**config.mk**
```make
export PLATFORM = sky130hd
export DESIGN_NAME = id_imm_stage
export DESIGN_NICKNAME = d
export VERILOG_FILES = /design/src/rtl/id_imm_stage.sv
export SDC_FILE = /design/constraint.sdc
export NUM_CORES = 1
export LEC_CHECK = 0
export ABC_AREA = 0
export CAP_MARGIN = 10
export CORE_AREA = 3 3 126 128
export DETAILED_ROUTE_END_ITERATION = 10
export DIE_AREA = 0 0 129 131
export PLACE_DENSITY = 0.77
export SYNTH_ARGS = -nofsm -noshare
export SYNTH_HDL_FRONTEND = slang
export SYNTH_SLANG_ARGS = --single-unit
```
**constraint.sdc**
```tcl
create_clock -name clk -period 2.3 [get_ports clk]
set_clock_uncertainty 0.2 [all_clocks]
set_input_delay 0.575 -clock clk [delete_from_list [all_inputs] [get_ports clk]]
set_output_delay 0.575 -clock clk [all_outputs]
set_load 0.005 [all_outputs]
```
**src/rtl/id_imm_stage.sv**
```systemverilog
// IF/ID stage: 2-entry skid buffer carrying instruction/PC pairs from fetch to
// decode, plus immediate field slicing and extension-type selection for EXT.
module id_imm_stage #(
   parameter int unsigned PC_W     = 32,
   parameter logic [31:0] NOP_INST = 32'h0000_0013
) (
   input  logic            clk,
   input  logic            rstn,
   input  logic            in_valid,
   output logic            in_ready,
   input  logic [31:0]     in_inst,
   input  logic [PC_W-1:0] in_pc,
   input  logic            flush,
   output logic            out_valid,
   input  logic            out_ready,
   output logic [31:0]     out_inst,
   output logic [PC_W-1:0] out_pc,
   output logic [4:0]      Imm5,
   output logic [11:0]     Imm12,
   output logic [19:0]     Imm20,
   output logic [1:0]      EXTSigned,
   output logic            imm_vld,
   output logic            illegal
);

   // Extension selects understood by the downstream EXT block.
   localparam logic [1:0] ITYPE_EXT = 2'b00;
   localparam logic [1:0] STYPE_EXT = 2'b01;
   localparam logic [1:0] UTYPE_EXT = 2'b10;

   logic            m_valid_q, m_valid_d;
   logic [31:0]     m_inst_q,  m_inst_d;
   logic [PC_W-1:0] m_pc_q,    m_pc_d;
   logic            s_valid_q, s_valid_d;
   logic [31:0]     s_inst_q,  s_inst_d;
   logic [PC_W-1:0] s_pc_q,    s_pc_d;

   logic in_xfer;
   logic m_free;

   assign in_ready = ~s_valid_q;
   assign in_xfer  = in_valid & in_ready;
   // M can be overwritten when it is empty or being consumed this cycle.
   assign m_free   = ~m_valid_q | out_ready;

   // Next-state for the main and skid entries; flush overrides every transfer.
   always_comb begin
      m_valid_d = m_valid_q;
      m_inst_d  = m_inst_q;
      m_pc_d    = m_pc_q;
      s_valid_d = s_valid_q;
      s_inst_d  = s_inst_q;
      s_pc_d    = s_pc_q;
      if (flush) begin
         m_valid_d = 1'b0;
         m_inst_d  = NOP_INST;
         s_valid_d = 1'b0;
         s_inst_d  = NOP_INST;
      end else if (m_free) begin
         if (s_valid_q) begin
            m_valid_d = 1'b1;
            m_inst_d  = s_inst_q;
            m_pc_d    = s_pc_q;
            s_valid_d = 1'b0;
         end else if (in_xfer) begin
            m_valid_d = 1'b1;
            m_inst_d  = in_inst;
            m_pc_d    = in_pc;
         end else begin
            m_valid_d = 1'b0;
         end
      end else if (in_xfer) begin
         s_valid_d = 1'b1;
         s_inst_d  = in_inst;
         s_pc_d    = in_pc;
      end
   end

   // State registers with asynchronous reset to an empty stage holding NOPs.
   always_ff @(posedge clk or negedge rstn) begin
      if (!rstn) begin
         m_valid_q <= 1'b0;
         m_inst_q  <= NOP_INST;
         m_pc_q    <= '0;
         s_valid_q <= 1'b0;
         s_inst_q  <= NOP_INST;
         s_pc_q    <= '0;
      end else begin
         m_valid_q <= m_valid_d;
         m_inst_q  <= m_inst_d;
         m_pc_q    <= m_pc_d;
         s_valid_q <= s_valid_d;
         s_inst_q  <= s_inst_d;
         s_pc_q    <= s_pc_d;
      end
   end

   assign out_valid = m_valid_q;
   assign out_inst  = m_inst_q;
   assign out_pc    = m_pc_q;

   // Fixed field slices; EXT picks the bits it needs from EXTSigned.
   assign Imm5  = m_inst_q[11:7];
   assign Imm12 = m_inst_q[31:20];
   assign Imm20 = m_inst_q[31:12];

   assign illegal = m_valid_q & (m_inst_q[1:0] != 2'b11);

   // Opcode decode selecting the extension type for the held instruction.
   always_comb begin
      EXTSigned = ITYPE_EXT;
      imm_vld   = 1'b0;
      case (m_inst_q[6:0])
         7'b0000011, 7'b0010011, 7'b1100111: begin
            EXTSigned = ITYPE_EXT;
            imm_vld   = 1'b1;
         end
         7'b0100011: begin
            EXTSigned = STYPE_EXT;
            imm_vld   = 1'b1;
         end
         7'b0110111, 7'b0010111: begin
            EXTSigned = UTYPE_EXT;
            imm_vld   = 1'b1;
         end
         default: begin
            EXTSigned = ITYPE_EXT;
            imm_vld   = 1'b0;
         end
      endcase
   end

endmodule

```
==> impl_metrics.csv, run 1 <==
group,metric,value,unit
run_status,outcome,"complete, but fails checks",
run_status,failed_checks,"setup timing",
route,wl,14070,um
timing,fmax,393.0,MHz
timing,tns,-0.5966,ns
job,cap_violations,0,
place,io_buffers,175,
synthesis,synth.largest_area_cell,"dfrtp_1",
cells_and_area,fin_util,55.94,%
worst_hold_path,min_path_cells,1,
floorplanning,design.die.area,0.01690,sq mm
synthesis,synth_top_area_share,52.17,%
cts,cts_tree,"built",
floorplanning,ioPinCount,176,
cells_and_area,area_delta_synth_final,40.85,%
critical_path,path_cells,"inv_2 > or3_4 > a311oi_2 > buf_2",
route,drtIter0Drc,167,
route,routedWlPerCell,18.21,um
global_route,grt_pass1_vias,4273,
route,detail-route-antenna-nets,0,
timing,period_share,110.6,%
synthesis,syn_avg_cell_area,14.37,sq um
route,via_count,3953,
critical_path,crit_type,"reg2out",
critical_path,crit_buf_inv,2,
cts,htree_levels,4,
critical_path,regToRegSetupSlack,0.40,ns
critical_path,start_kind,"flop",
route,drc,0,
critical_path,worstPathRequired,1.52,ns
critical_path,slowest_stage,"dfstp_2",
route,drt_pass1_iterations,4,
power_and_ir_drop,p_leak,3.495,nW
cts,cts.clk_slew.worst_paths,0.05,ns
critical_path,reg2reg_from,"s_valid_q",
cts,cts_buffers,17,
synthesis,synth_fa_ha_area_share,0,%
timing,hold_viol,0,
synthesis,ys_types,32,
timing,setup_viol,3,
floorplanning,die_w,129,um
power_and_ir_drop,vdd_drop_max,0.6874,mV
synthesis,ys_warn_count,0,
synthesis,syn-num-nets,483,
synthesis,syn_inst,414,
worst_hold_path,min_to,"s_pc_q[19]",
critical_path,reg2reg_to,"out_pc[27]",
power_and_ir_drop,power.density,782.8,mW/mm^2
critical_path,critical_path.top_delay_family,"flip-flops",
place,dpl.hpwl,9596,um
timing,rsz0062_at_grt,"yes",
worst_hold_path,min-delay-start,"s_pc_q[19]",
global_route,antenna_found_initial,0,
global_route,grt_pass1_wl,22740,um
global_route,grtUsageTotal,17.32,%
synthesis,yosys.area_share.simple,2.019,%
timing,worst_pin_slew,0.5775,ns
place,gp_congestion,0.7947,
cts,clockRootBuffer,"clkbuf_16",
route,via_per_inst,5.114,
cells_and_area,final_common_cell,"clkdlybuf4s50_1",
critical_path,end_kind,"output pin",
synthesis,synth_area,0.005948,sq mm
floorplanning,die_h,131,um
synthesis,synth_xor_area_share,0,%
floorplanning,start_util,39.72,%
worst_hold_path,hold_class,"reg2reg",
cells_and_area,final_nets,641,
floorplanning,core_region_area,0.01498,sq mm
floorplanning,num_rows,45,
critical_path,max_stage_delay,0.54,ns
synthesis,ys_ff_latch,130,
timing,maxSlewHeadroom,61.50,%
cells_and_area,antenna_cells,0,
power_and_ir_drop,total_power,6.558,mW
synthesis,synth_seq_area_share,54.82,%
timing,min_period,2.545,ns
cells_and_area,post-route-cell-area,0.008378,sq mm
timing,worst_slack,-0.2448,ns
cells_and_area,drive_gt1_share,27.69,%
place,placed_area,0.007750,sq mm
cts,insertion_delay,0.41,ns
global_route,grt_max_degree,59,
cts,cts_sinks,130,
critical_path,reg2reg_depth,3,
synthesis,muxShareOfSynthArea,24.00,%
synthesis,synth_top_family_by_area,"multiplexers",
synthesis,synth_compound_area_share,11.02,%
synthesis,synth.area.top_cells,"dfrtp_1, mux2_2, mux2i_1, buf_4, a22o_1",
cells_and_area,fillCellCount,1186,
critical_path,worstPathMaxFanout,3,
global_route,grt_overflow_total,0,
critical_path,worstPathArrival,1.77,ns
cts,clk_path_buf_depth,2,
cells_and_area,layout_common_cells,"clkdlybuf4s50_1, dfrtp_1, mux2_2",
timing,drv_slew,0,
report_power, final:
part	switching (mW)	internal, mW	leakage (nW)
Clock	0.927	1.74	0.291
Sequential	0.190	2.60	1.64
Combinational	0.376	0.732	1.56
cell type report:
cell class	instances	area [sq um]	area share (%)
Sequential cell	130	3266	38.98
Clock buffer	27	513.0	6.123
Multi-Input combinational cell	216	2242	26.76
Inverter	4	15.01	0.1792
Tap cell	188	235.2	2.808
Clock inverter	5	75.07	0.8961
Timing Repair Buffer	203	2032	24.25
worst reg2reg max path, cell delays in order (launching register included):
cell and delay, ns:
dfrtp_4 0.43, buf_4 0.50, mux2_2 0.40, mux2_2 0.25
flip-flops by register name (all words and copies together) (netlist names):
name       cells
out_inst      32
out_pc        32
out_valid      1
s_inst_q      32
s_pc_q        32
s_valid_q      1
cell usage after synthesis:
master	instances
a21boi_0	1
a21oi_1	2
a22o_1	29
a22oi_1	3
a311oi_1	1
and2b_1	1
and4bb_1	1
buf_2	9
buf_4	42
buf_6	8
clkbuf_1	5
dfrtp_1	124
dfstp_2	6
inv_1	4
mux2_1	22
mux2_2	67
mux2_4	7
mux2i_1	32
nand2_1	2
nand2b_1	3
nand3_1	1
nor2_1	3
nor2b_1	1
nor3_1	2
nor3_4	1
nor4_1	1
o21ba_2	1
o22a_1	3
o2bb2ai_1	19
o2bb2ai_2	10
or2_2	1
or3_1	2
stage by stage:
stage | instances | setup slack, ns | hold WS, ns
after floorplan | 414 | 0.2840 | 0.07941
after global placement | 738 | -0.1917 | 0.2645
after detailed placement | 738 | -0.3058 | 0.2766
after CTS | 772 | -0.2440 | 0.2887
after global routing | 773 | -0.2670 | 0.3105
final | 773 | -0.2448 | 0.2858
worst max path at each step:
stage                     start      endpoint  cells past startpoint
finish              out_inst[1]       imm_vld                      4
global route        out_inst[1]       imm_vld                      4
detailed placement  out_inst[0]  EXTSigned[0]                      4
CTS                 out_inst[1]       imm_vld                      4
global placement    out_inst[0]  EXTSigned[0]                      4
floorplan           out_inst[0]  EXTSigned[0]                      3
layer usage:
metal,vias up,global-route usage [%],wire length (um),part of all wire (%)
li1,1801,-,-,-
met1,2001,21.22,6045,43
met2,143,28.96,6983,50
met3,8,6.423,957,6.8
met4,0,4.756,87,0.62
met5,-,0,0,0
kinds of logic after synthesis:
logic type,after synthesis
compound gates,69
buf+inv,68
flops,130
mux,128
simple gates,19
repair_timing:
item / CTS / global route
resized for setup: 21 / 4
hold endpoints to repair: 18 / 0
setup endpoints to repair: 7 / 5
hold buffers: 1 / 0
buffers inserted: 1 / 1
pin swaps: 3 / 1
(Power assumes the default switching activity.)
==> inputs of run 2 (changes only) <==
- RECOVER_POWER: not set -> 100
==> run 2 against run 1 <==
The run still ends with setup timing left. Largest cell class unchanged. Maximum frequency about the same. Count of clock-buffer cells in the layout unchanged. Setup slack better by 0.00059 ns. Global-route usage unchanged. Sequential cell count unchanged. Routed wire length up 0.16%. Sequential share of layout area up 0.72 points. Critical path depth unchanged. Worst hold slack about the same. Design area down 1.8%. Highest routed layer is now met5. First-iteration DRC count down 5.4%. Combinational power down 9%.
==> impl_metrics.csv, run 2 (synthesized netlist as in run 1, its figures left out) <==
group,metric,value,unit
critical_path,regToRegSetupSlack,0.24,ns
run_status,failed_checks,"setup timing",
timing,tns,-0.5948,ns
route,via_per_inst,5.141,
power_and_ir_drop,p_leak,3.611,nW
cells_and_area,drive_gt1_share,25.13,%
place,io_buffers,175,
global_route,grt_pass1_vias,4273,
cells_and_area,layout_common_cells,"dfrtp_1, dlygate4sd3_1, clkdlybuf4s50_1",
critical_path,crit_path_end,"imm_vld",
floorplanning,ioPinCount,176,
power_and_ir_drop,vdd_drop_max,0.6787,mV
cts,clockRootBuffer,"clkbuf_16",
cells_and_area,area_delta_synth_final,38.28,%
critical_path,max_stage_delay,0.54,ns
floorplanning,design.die.area,0.01690,sq mm
route,routedWlPerCell,18.21,um
job,cap_violations,0,
critical_path,slowest_stage,"dfstp_2",
floorplanning,num_rows,45,
cells_and_area,final_nets,641,
timing,hold_viol,0,
global_route,grt_max_degree,59,
timing,drv_slew,0,
timing,setup_viol,3,
timing,period_share,110.6,%
critical_path,path_cells,"inv_2 > or3_4 > a311oi_2 > buf_2",
place,dpl.hpwl,9596,um
timing,worst_pin_slew,0.6452,ns
cells_and_area,post-route-cell-area,0.008225,sq mm
critical_path,worstPathArrival,1.77,ns
critical_path,start_kind,"flop",
cts,cts_sinks,130,
critical_path,crit_type,"reg2out",
cts,cts_tree,"built",
cts,cts_buffers,17,
place,placed_area,0.007750,sq mm
cts,cts.clk_slew.worst_paths,0.05,ns
floorplanning,die_w,129,um
critical_path,reg2reg_to,"out_pc[23]",
global_route,grt_pass1_wl,22740,um
place,dp_slack,-0.3058,ns
route,drtIter0Drc,158,
critical_path,crit_buf_inv,2,
floorplanning,die_h,131,um
run_status,outcome,"complete, but fails checks",
critical_path,critical_path.top_delay_family,"flip-flops",
global_route,antenna_found_initial,1,
route,detail-route-antenna-nets,0,
cts,clk_path_buf_depth,2,
critical_path,worstPathRequired,1.52,ns
cells_and_area,final_common_cell,"dfrtp_1",
route,wl,14100,um
critical_path,reg2reg_depth,4,
critical_path,startpoint,"out_inst[1]",
place,gp_congestion,0.7947,
critical_path,end_kind,"output pin",
cts,htree_levels,4,
floorplanning,start_util,39.72,%
route,drc,0,
timing,min_period,2.544,ns
route,drt_pass1_iterations,4,
critical_path,worst-path-stages,4,
critical_path,worstPathMaxFanout,3,
cts,insertion_delay,0.41,ns
floorplanning,core_region_area,0.01498,sq mm
timing,worst_slack,-0.2443,ns
global_route,grt_overflow_total,0,
global_route,grtUsageTotal,17.32,%
route,via_count,3979,
timing,fmax,393.0,MHz
worst_hold_path,hold_class,"reg2reg",
critical_path,reg2reg_from,"out_valid",
timing,rsz0062_at_grt,"yes",
power_and_ir_drop,power.density,783.6,mW/mm^2
timing,maxSlewHeadroom,56.99,%
## run 2: final cells by class
class	instances	area [sq um]
fill	1210	6751
sequential	130	3266
multi-input combinational	216	2177
timing repair buffer	203	1942
clock buffer	27	513.0
tap	188	235.2
clock inverter	5	75.07
inverter	4	15.01
antenna	1	2.502
## run 2: worst register-to-register path, delay by kind of cell (launching register included)
kind / cells / cell delay (ns)
and+or+nand+nor: 2 / 0.39
DFF: 1 / 0.44
buffers and inverters: 1 / 0.50
muxes: 1 / 0.41
## run 2: report_power, final
| part | internal, mW | switching, mW | total, mW |
|---|---|---|---|
| Combinational | 0.640 | 0.368 | 1.01 |
| Clock | 1.74 | 0.925 | 2.66 |
| Sequential | 2.60 | 0.179 | 2.78 |
## run 2: per-stage QoR
| step | util [%] | hold slack [ns] | std cells | power (mW) |
|---|---|---|---|---|
| final | 54.92 | 0.2862 | 774 | 6.446 |
| after global routing | 54.90 | 0.3105 | 773 | 6.753 |
| after CTS | 55.82 | 0.2887 | 772 | 6.644 |
| after detailed placement | 51.75 | 0.2766 | 738 | 3.935 |
| after global placement | 51.75 | 0.2645 | 738 | 3.884 |
| after floorplan | - | 0.07941 | 414 | 3.266 |
## run 2: timing repair
| item | in CTS | in global routing |
|---|---|---|
| hold buffers | 1 | 0 |
| gates cloned | 0 | 0 |
| endpoints found under the hold margin | 18 | 0 |
| pin swaps | 3 | 1 |
| setup endpoints to repair | 7 | 5 |
| buffers inserted | 1 | 1 |
| resized for setup | 21 | 4 |
## run 2: how the worst min path moves through the flow
| stage | start | to | slack [ns] | depth (start not counted) |
|---|---|---|---|---|
| 6_report | s_pc_q[19] | s_pc_q[19] | 0.29 | 1 |
| 3_5_place_dp | s_pc_q[19] | s_pc_q[19] | 0.28 | 1 |
| 4_1_cts | s_pc_q[19] | s_pc_q[19] | 0.29 | 1 |
| 2_1_floorplan | rstn | out_inst[10] | 0.08 | 0 |
| 3_3_place_gp | s_pc_q[27] | s_pc_q[27] | 0.26 | 1 |
| 5_1_grt | out_pc[25] | out_pc[25] | 0.31 | 1 |
## run 2: metal layers
metal  global-route usage (%)  vias to the layer above  wire, um
met2                    28.96                      138      6987
met4                    4.756                        2        87
li1                         -                     1794         -
met3                    6.423                       10       930
met5                        0                        -        13
met1                    21.22                     2035      6075
==> inputs of run 3 (changes only) <==
- CTS_BUF_LIST: not set -> sky130_fd_sc_hd__clkbuf_4 sky130_fd_sc_hd__clkbuf_8
==> run 3 against run 2 <==
Sequential share of layout area rose by 1.0 points. The flow still finishes with violations (setup timing). Via count fell by 0.45%. Power fell by 11%. Critical endpoint unchanged. First-iteration DRC count rose by 10%. Routed wire length fell by 0.53%.
==> impl_metrics.csv, run 3 (synthesized netlist as in run 1, its figures left out) <==
group,metric,value,unit
run_status,outcome,"complete, but fails checks",
run_status,failed_checks,"setup timing",
floorplanning,ioPinCount,176,
place,dp_slack,-0.3058,ns
cts,htree_levels,4,
critical_path,end_kind,"output pin",
place,placed_cells,738,
power_and_ir_drop,total_power,5.765,mW
route,detail-route-antenna-nets,0,
global_route,grtUsageTotal,17.19,%
timing,worst_pin_slew,0.7183,ns
critical_path,worstPathArrival,1.80,ns
critical_path,reg2reg_to,"s_inst_q[23]",
route,via_per_inst,5.118,
cts,clockRootBuffer,"clkbuf_8",
cells_and_area,finalNonFillerCells,774,
worst_hold_path,min_to,"s_pc_q[19]",
timing,setup_viol,3,
power_and_ir_drop,power.density,719.2,mW/mm^2
floorplanning,die_h,131,um
timing,maxSlewHeadroom,52.11,%
critical_path,reg2reg_from,"s_valid_q",
route,drt_pass1_iterations,4,
cts,cts_buffers,17,
place,gp_congestion,0.7947,
place,io_buffers,175,
critical_path,worstPathRequired,1.52,ns
global_route,grt_pass1_vias,4247,
power_and_ir_drop,vdd_drop_max,0.5369,mV
timing,drv_slew,0,
floorplanning,die_w,129,um
cells_and_area,drive_gt1_share,24.79,%
cts,clk_path_buf_depth,2,
timing,hold_slack,0.2882,ns
route,drc,0,
floorplanning,start_util,39.72,%
critical_path,start_kind,"flop",
timing,hold_viol,0,
floorplanning,num_rows,45,
job,cap_violations,0,
critical_path,worstPathMaxFanout,3,
worst_hold_path,min-delay-start,"s_pc_q[19]",
route,via_count,3961,
cells_and_area,area_delta_synth_final,34.77,%
cells_and_area,final_common_cell,"dfrtp_1",
route,wl_met2,6951,um
cells_and_area,post-route-cell-area,0.008016,sq mm
floorplanning,design.die.area,0.01690,sq mm
worst_hold_path,hold_class,"reg2reg",
global_route,grt_pass1_wl,22540,um
cells_and_area,final_nets,641,
route,routedWlPerCell,18.11,um
critical_path,crit_type,"reg2out",
route,dr.max_layer_used,"met4",
global_route,grt_max_degree,59,
cells_and_area,layout_common_cells,"dfrtp_1, clkdlybuf4s50_1, dlygate4sd3_1",
global_route,grt_overflow_total,0,
critical_path,regToRegSetupSlack,0.21,ns
cts,cts.clk_slew.worst_paths,0.07,ns
critical_path,startpoint,"out_inst[1]",
global_route,antenna_found_initial,1,
timing,period_share,112.1,%
timing,min_period,2.579,ns
place,placed_area,0.007750,sq mm
place,dpl.hpwl,9596,um
critical_path,reg2reg_depth,4,
timing,rsz0062_at_grt,"yes",
cts,cts_sinks,130,
cts,insertion_delay,0.43,ns
worst_hold_path,min_path_cells,1,
route,wl,14020,um
floorplanning,core_region_area,0.01498,sq mm
power_and_ir_drop,p_leak,3.455,nW
route,wl_met3,925,um
cts,cts_tree,"built",
route,met1Wirelength,6036,um
route,drtIter0Drc,174,
timing,fmax,387.7,MHz
timing,worst_slack,-0.2792,ns
==> run 3: layer usage <==
layer / up-vias / GRT usage, %
met5: - / 0
met4: 0 / 4.694
met3: 9 / 6.301
met2: 143 / 28.84
met1: 2009 / 21.02
li1: 1800 / -
==> run 3: cell type report <==
class,instances,area (sq um)
clock inverters,5,75.07
inverters,4,15.01
repair buffers,203,1928
multi-input cells,216,2155
diodes,1,2.502
well taps,188,235.2
clock buffers,27,340.3
flip-flops and latches,130,3266
fillers,1259,6960
==> run 3: per-stage QoR <==
stage                     TNS (ns)  utilization (%)
after floorplan                  0                -
after CTS                  -0.6994            54.67
final                      -0.7031            53.53
after global routing        -1.513            53.51
after global placement      -5.567            51.75
after detailed placement    -9.035            51.75
==> run 3: what timing repair did <==
| item | 4_1_cts | 5_1_grt |
|---|---|---|
| buffers inserted | 1 | 1 |
| hold endpoints to repair | 18 | 0 |
| pin swaps | 3 | 1 |
| resized for setup | 23 | 2 |
| hold buffers | 1 | 0 |
| endpoints found under the setup margin | 8 | 4 |
==> run 3: how the worst max path moves through the flow <==
stage | end | cells past startpoint
2_1_floorplan | EXTSigned[0] | 3
3_3_place_gp | EXTSigned[0] | 4
3_5_place_dp | EXTSigned[0] | 4
4_1_cts | imm_vld | 4
5_1_grt | imm_vld | 4
6_report | imm_vld | 4
==> run 3: critical path, stage by stage (launching register included) <==
cell and delay (ns):
dfstp_2 0.55, inv_2 0.04, or3_4 0.41, a311oi_2 0.21, buf_2 0.16
==> run 3: power by group <==
group | internal [mW] | switching, mW | leakage (nW)
combinational | 0.631 | 0.367 | 1.59
sequential | 2.59 | 0.179 | 1.64
clock | 1.16 | 0.830 | 0.221
total | 4.39 | 1.38 | 3.45
